## src/rtl/svm_accum_ctrl.sv

```systemverilog
// Sequencer for the SVM dot-product accumulation stage: walks SVs x features, drains the MAC pipe,
// pulses the accumulator stage and hands each SV partial downstream. Define SVM_ACCUM_CTRL_WDOG_EN for the WAIT_ACC watchdog (err output).
module svm_accum_ctrl #(
  parameter  int DATA_WIDTH = 32,
  parameter  int NUM_FEAT   = 16,
  parameter  int NUM_SV     = 8,
  parameter  int MAC_LAT    = 2,
  localparam int FEAT_W     = $clog2(NUM_FEAT + 1),
  localparam int FEAT_AW    = (NUM_FEAT > 1) ? $clog2(NUM_FEAT) : 1,
  localparam int SV_W       = $clog2(NUM_SV + 1),
  localparam int SV_AW      = (NUM_SV > 1) ? $clog2(NUM_SV) : 1
) (
  input  logic                  clk,
  input  logic                  rst,
  input  logic                  start,
  input  logic [FEAT_W-1:0]     cfg_num_feat,
  input  logic [SV_W-1:0]       cfg_num_sv,
  output logic                  busy,
  output logic                  done,
  output logic [FEAT_AW-1:0]    feat_addr,
  output logic [SV_AW-1:0]      sv_addr,
  output logic                  mac_vld,
  output logic                  accum_clr,
  output logic                  stg_en,
  input  logic [DATA_WIDTH-1:0] accum_data_in,
  input  logic                  accum_data_vld,
  output logic [DATA_WIDTH-1:0] res_data,
  output logic [SV_AW-1:0]      res_sv_idx,
  output logic                  res_vld,
  input  logic                  res_rdy
`ifdef SVM_ACCUM_CTRL_WDOG_EN
  ,
  output logic                  err
`endif
);
  localparam int DRN_W = (MAC_LAT > 0) ? $clog2(MAC_LAT + 1) : 1;

  typedef enum logic [2:0] {IDLE, ISSUE, DRAIN, WAIT_ACC, OUTPUT, DONE} state_t;
  state_t state, state_nxt;

  logic [FEAT_W-1:0] n_feat, cfg_feat;
  logic [SV_W-1:0]   n_sv, cfg_sv;
  logic [DRN_W-1:0]  drain_cnt;
  logic              feat_last, sv_last, drain_last, acc_to;

  // Zero features still means one issue; anything past the array size is clamped.
  always_comb begin
    cfg_feat = cfg_num_feat;
    if (cfg_num_feat == '0) cfg_feat = FEAT_W'(1);
    else if (cfg_num_feat > FEAT_W'(NUM_FEAT)) cfg_feat = FEAT_W'(NUM_FEAT);
    cfg_sv = cfg_num_sv;
    if (cfg_num_sv > SV_W'(NUM_SV)) cfg_sv = SV_W'(NUM_SV);
  end

  assign feat_last  = FEAT_W'(feat_addr) == n_feat - FEAT_W'(1);
  assign sv_last    = SV_W'(sv_addr) == n_sv - SV_W'(1);
  assign drain_last = drain_cnt == DRN_W'(MAC_LAT);

`ifdef SVM_ACCUM_CTRL_WDOG_EN
  logic [3:0] wd_cnt;
  assign acc_to = (wd_cnt == 4'd7) && !accum_data_vld;

  always_ff @(posedge clk) begin
    if (rst) begin
      wd_cnt <= '0;
      err    <= 1'b0;
    end else begin
      if (state == IDLE && start) err <= 1'b0;
      else if (state == WAIT_ACC && acc_to) err <= 1'b1;
      if (state == WAIT_ACC) wd_cnt <= wd_cnt + 4'd1;
      else                   wd_cnt <= '0;
    end
  end
`else
  assign acc_to = 1'b0;
`endif

  always_ff @(posedge clk) begin
    if (rst) state <= IDLE;
    else     state <= state_nxt;
  end

  always_comb begin
    state_nxt = state;
    mac_vld   = 1'b0;
    accum_clr = 1'b0;
    stg_en    = 1'b0;
    done      = 1'b0;
    case (state)
      IDLE:     if (start) state_nxt = (cfg_sv == '0) ? DONE : ISSUE;
      ISSUE: begin
        mac_vld   = 1'b1;
        accum_clr = feat_addr == '0;
        if (feat_last) state_nxt = DRAIN;
      end
      DRAIN: if (drain_last) begin
        stg_en    = 1'b1;
        state_nxt = WAIT_ACC;
      end
      WAIT_ACC: begin
        if (accum_data_vld) state_nxt = OUTPUT;
        else if (acc_to)    state_nxt = IDLE;
      end
      OUTPUT:   if (res_vld && res_rdy) state_nxt = sv_last ? DONE : ISSUE;
      DONE: begin
        done      = 1'b1;
        state_nxt = IDLE;
      end
      default:  state_nxt = IDLE;
    endcase
  end

  assign busy = state != IDLE;

  // Address counters hold at their terminal values until the FSM moves on.
  always_ff @(posedge clk) begin
    if (rst) begin
      n_feat     <= '0;
      n_sv       <= '0;
      feat_addr  <= '0;
      sv_addr    <= '0;
      drain_cnt  <= '0;
      res_data   <= '0;
      res_sv_idx <= '0;
      res_vld    <= 1'b0;
    end else begin
      case (state)
        IDLE: if (start) begin
          n_feat    <= cfg_feat;
          n_sv      <= cfg_sv;
          feat_addr <= '0;
          sv_addr   <= '0;
        end
        ISSUE: begin
          drain_cnt <= '0;
          if (!feat_last) feat_addr <= feat_addr + FEAT_AW'(1);
        end
        DRAIN: if (!drain_last) drain_cnt <= drain_cnt + DRN_W'(1);
        WAIT_ACC: if (accum_data_vld) begin
          res_data   <= accum_data_in;
          res_sv_idx <= sv_addr;
          res_vld    <= 1'b1;
        end
        OUTPUT: if (res_vld && res_rdy) begin
          res_vld <= 1'b0;
          if (!sv_last) begin
            sv_addr   <= sv_addr + SV_AW'(1);
            feat_addr <= '0;
          end
        end
        default: ;
      endcase
    end
  end
endmodule

```

## config.mk

```make
export PLATFORM = sky130hd
export DESIGN_NAME = svm_accum_ctrl
export DESIGN_NICKNAME = d
export VERILOG_FILES = /design/src/rtl/svm_accum_ctrl.sv
export SDC_FILE = /design/constraint.sdc
export NUM_CORES = 1
export LEC_CHECK = 0
export ABC_AREA = 1
export CAP_MARGIN = 20
export CORE_AREA = 8 8 91 93
export DETAILED_ROUTE_END_ITERATION = 10
export DIE_AREA = 0 0 99 101
export GPL_ROUTABILITY_DRIVEN = 0
export PLACE_DENSITY = 0.71
export SLEW_MARGIN = 20
export SYNTH_ARGS = -nofsm -noshare
export SYNTH_HDL_FRONTEND = slang
export SYNTH_SLANG_ARGS = --single-unit
```

## constraint.sdc

```tcl
create_clock -name clk -period 1.95 [get_ports clk]
set_input_delay 0.39 -clock clk [delete_from_list [all_inputs] [get_ports clk]]
set_output_delay 0.39 -clock clk [all_outputs]
set_load 0.005 [all_outputs]
```

==> results_dict.tcl, run 1 <==
set metrics [dict create \
    max_freq_mhz 531 \
    status "completed" \
    worst_setup_path_end_kind "primary output" \
    port_buffers 93 \
    row_count 31 \
    cts-root-buf "clkbuf_8" \
    overflow 0 \
    viasPerCell 5.01 \
    synth_area_leaders "dfxtp_1 (43%), nand2_1 (14%), a21oi_1 (8.8%)" \
    drv_slew 0 \
    synth_cell_types 30 \
    finClkSkew_ns 0.00676 \
    yosys.area.top_type "dfxtp_1" \
    yosysWarnings 0 \
    wire_per_inst_um 14.4 \
    first_pass_iters 5 \
    htree_levels 3 \
    start_kind "flop" \
    dpl.hpwl_um 5890 \
    arrival_ns 1.49 \
    grt_pass1_vias 2785 \
    drc 0 \
    antenna_found_initial 0 \
    synthCells 373 \
    worst_ep_required_time_ns 1.56 \
    clock_sinks 57 \
    crit_type "flop to primary output" \
    cts_max_path_buffers 2 \
    tightest_slew_ns 0.366 \
    syn_nets 425 \
    grt_max_degree 36 \
    rr_endpoint "feat_addr[3]$_SDFFE_PP0P_" \
    hold_buffers 0 \
    yosysTopAreaCellShare 0.429 \
    path_clk_slew_ns 0.07 \
    final_cell_area_um2 3940 \
    yosys_register_bits 57 \
    ys_seq_area_frac 0.429 \
    vias 2795 \
    start_util 0.383 \
    maxCapViolCount 0 \
    drtIter0Drc 110 \
    io_pins 94 \
    holdPathStages 2 \
    min_period_over_period 0.966 \
    multi_input_area_um2 1300 \
    relSlewSlack 0.756 \
    worstRegToRegCells 11 \
    setup_tns_ns 0 \
    hold_viol 0 \
    wl_um 8050 \
    clock_latency_ns 0.34 \
    crit_fanout 5 \
    syn_area_um2 2660 \
    syn_to_final_growth_pct 48.0 \
    syn_avg_cell_area_um2 7.13 \
    hp-start "res_data[25]$_SDFFE_PP0P_" \
    die_x_um 99 \
    period_minus_slack_ns 1.88 \
    rsz0062_at_grt "no" \
    die_area_um2 10000 \
    layout_common_cells "nand2_1 (99), clkdlybuf4s50_1 (89), dfxtp_1 (53)" \
    grt_pass1_wl_um 13000 \
    ff_latch_area_um2 1150 \
    nets 523 \
    layout-drive-gt1-share 0.103 \
    placed_cell_area_um2 3700 \
    cts_buffers 9 \
    worstHoldPathType "flop to flop" \
    setup_viol 0 \
    fp.dieH_um 101 \
    grtUsageTotal 0.161 \
    core_area_um2 6940 \
    r2r_setup_slack_ns 0.20 \
    p_leak_nw 1.60 \
    ir_drop_mv 0.523 \
    r2r_start "n_feat[0]$_SDFFE_PP0P_" \
    diodes 0 \
    fillers 651 \
    power.density_nw_per_um2 1010 \
    hold-path-endpoint "res_data[25]$_SDFFE_PP0P_" \
    ant_nets 0 \
    cts_tree "built" \
    mostFrequentLayoutCell "nand2_1" \
]
[metrics by stage]
stage	worst slack (ns)	hold slack, ns	util	power, mW	std cells
global placement	0.240	0.447	0.532	2.72	542
CTS	0.0138	0.461	0.567	4.03	558
detailed placement	0.192	0.453	0.532	2.76	542
floorplan	0.397	0.442	-	2.23	373
global route	0.00278	0.483	0.567	4.24	558
finish	0.0658	0.461	0.567	3.99	558
[logic make-up (layout without fill, tap and decap cells)]
family                     after synthesis  after routing  synth area share
buffers and inverters                   57            160            0.0865
DFF                                     57             57             0.429
adders and majority gates                6              6            0.0282
and+or+nand+nor                        188            188             0.318
xor gates and xnor gates                 3              3           0.00987
AOI/OAI and AO/OA                       62             62             0.128
[cell type report]
class / instances / share of cell area
Clock buffer: 11 / 0.0359
Clock inverter: 5 / 0.0200
Inverter: 41 / 0.0391
Multi-Input combinational cell: 259 / 0.331
Sequential cell: 57 / 0.292
Tap cell: 82 / 0.0260
Timing Repair Buffer: 103 / 0.257
[routing by layer]
| layer | GRT usage | vias up | share of wire |
|---|---|---|---|
| met5 | 0 | - | 0 |
| met2 | 0.264 | 88 | 0.47 |
| met4 | 0.0519 | 0 | 0.0097 |
| li1 | - | 1414 | - |
| met3 | 0.0877 | 8 | 0.10 |
| met1 | 0.174 | 1285 | 0.41 |
[cell usage after synthesis]
master / instances
nand2_1: 101
dfxtp_1: 57
a21oi_1: 47
nand3_1: 45
inv_1: 37
nor2_1: 21
clkbuf_1: 9
ha_1: 6
nand4_1: 6
o22ai_1: 6
buf_2: 4
inv_2: 4
buf_4: 3
nand2_4: 3
nor3_1: 3
xor2_1: 3
a211oi_1: 2
nor2_2: 2
nor2_4: 2
o21ai_0: 2
a21oi_4: 1
a31oi_1: 1
nand3_2: 1
nand3b_1: 1
nand4_2: 1
nor4_1: 1
o211ai_1: 1
o21ai_1: 1
o32ai_1: 1
or2_2: 1
[critical path, stage by stage, from the launching register on]
cell,delay [ns]
dfxtp_2,0.35
buf_6,0.13
inv_2,0.06
nand2_2,0.10
clkdlybuf4s50_1,0.51
[power by group]
group	switching (mW)	leakage [nW]	internal (mW)
combinational	0.730	1.03	0.596
clock	0.488	0.113	0.752
sequential	0.124	0.464	1.30
total	1.34	1.60	2.65
[repair_timing]
action                     in CTS  in global routing
setup buffers                   1                  0
setup endpoints to repair       5                  2
pin swaps                       1                  1
resized for setup              12                  2
[state kept, by name (all words and copies together), names as in the netlist]
signal      flops
res_sv_idx      3
res_vld         1
state           3
res_data       32
n_sv            4
sv_addr         3
drain_cnt       2
n_feat          5
feat_addr       4
[how the worst max path moves through the flow]
stage | depth (start not counted) | from | end | slack, ns
after floorplan | 12 | n_feat[0]$_SDFFE_PP0P_ | feat_addr[1]$_SDFFE_PP0P_ | 0.40
after global placement | 5 | feat_addr[0]$_SDFFE_PP0P_ | accum_clr | 0.24
after detailed placement | 5 | state[1]$_SDFFE_PP0P_ | stg_en | 0.19
after CTS | 4 | state[2]$_SDFFE_PP0P_ | done | 0.01
after global routing | 4 | state[2]$_SDFFE_PP0P_ | busy | 0.003
final | 4 | state[2]$_SDFFE_PP0P_ | busy | 0.07
Power figures use the tool's default switching activity.
==> inputs of run 2 (changes only) <==
--- a/config.mk
+++ b/config.mk
@@ -12,7 +12,7 @@
 export DIE_AREA = 0 0 99 101
 export GPL_ROUTABILITY_DRIVEN = 0
 export PLACE_DENSITY = 0.71
-export SLEW_MARGIN = 20
+export SLEW_MARGIN = 10
 export SYNTH_ARGS = -nofsm -noshare
 export SYNTH_HDL_FRONTEND = slang
 export SYNTH_SLANG_ARGS = --single-unit
==> results of run 2 <==
Final layout, timing and power as in run 1 (identical DEF).
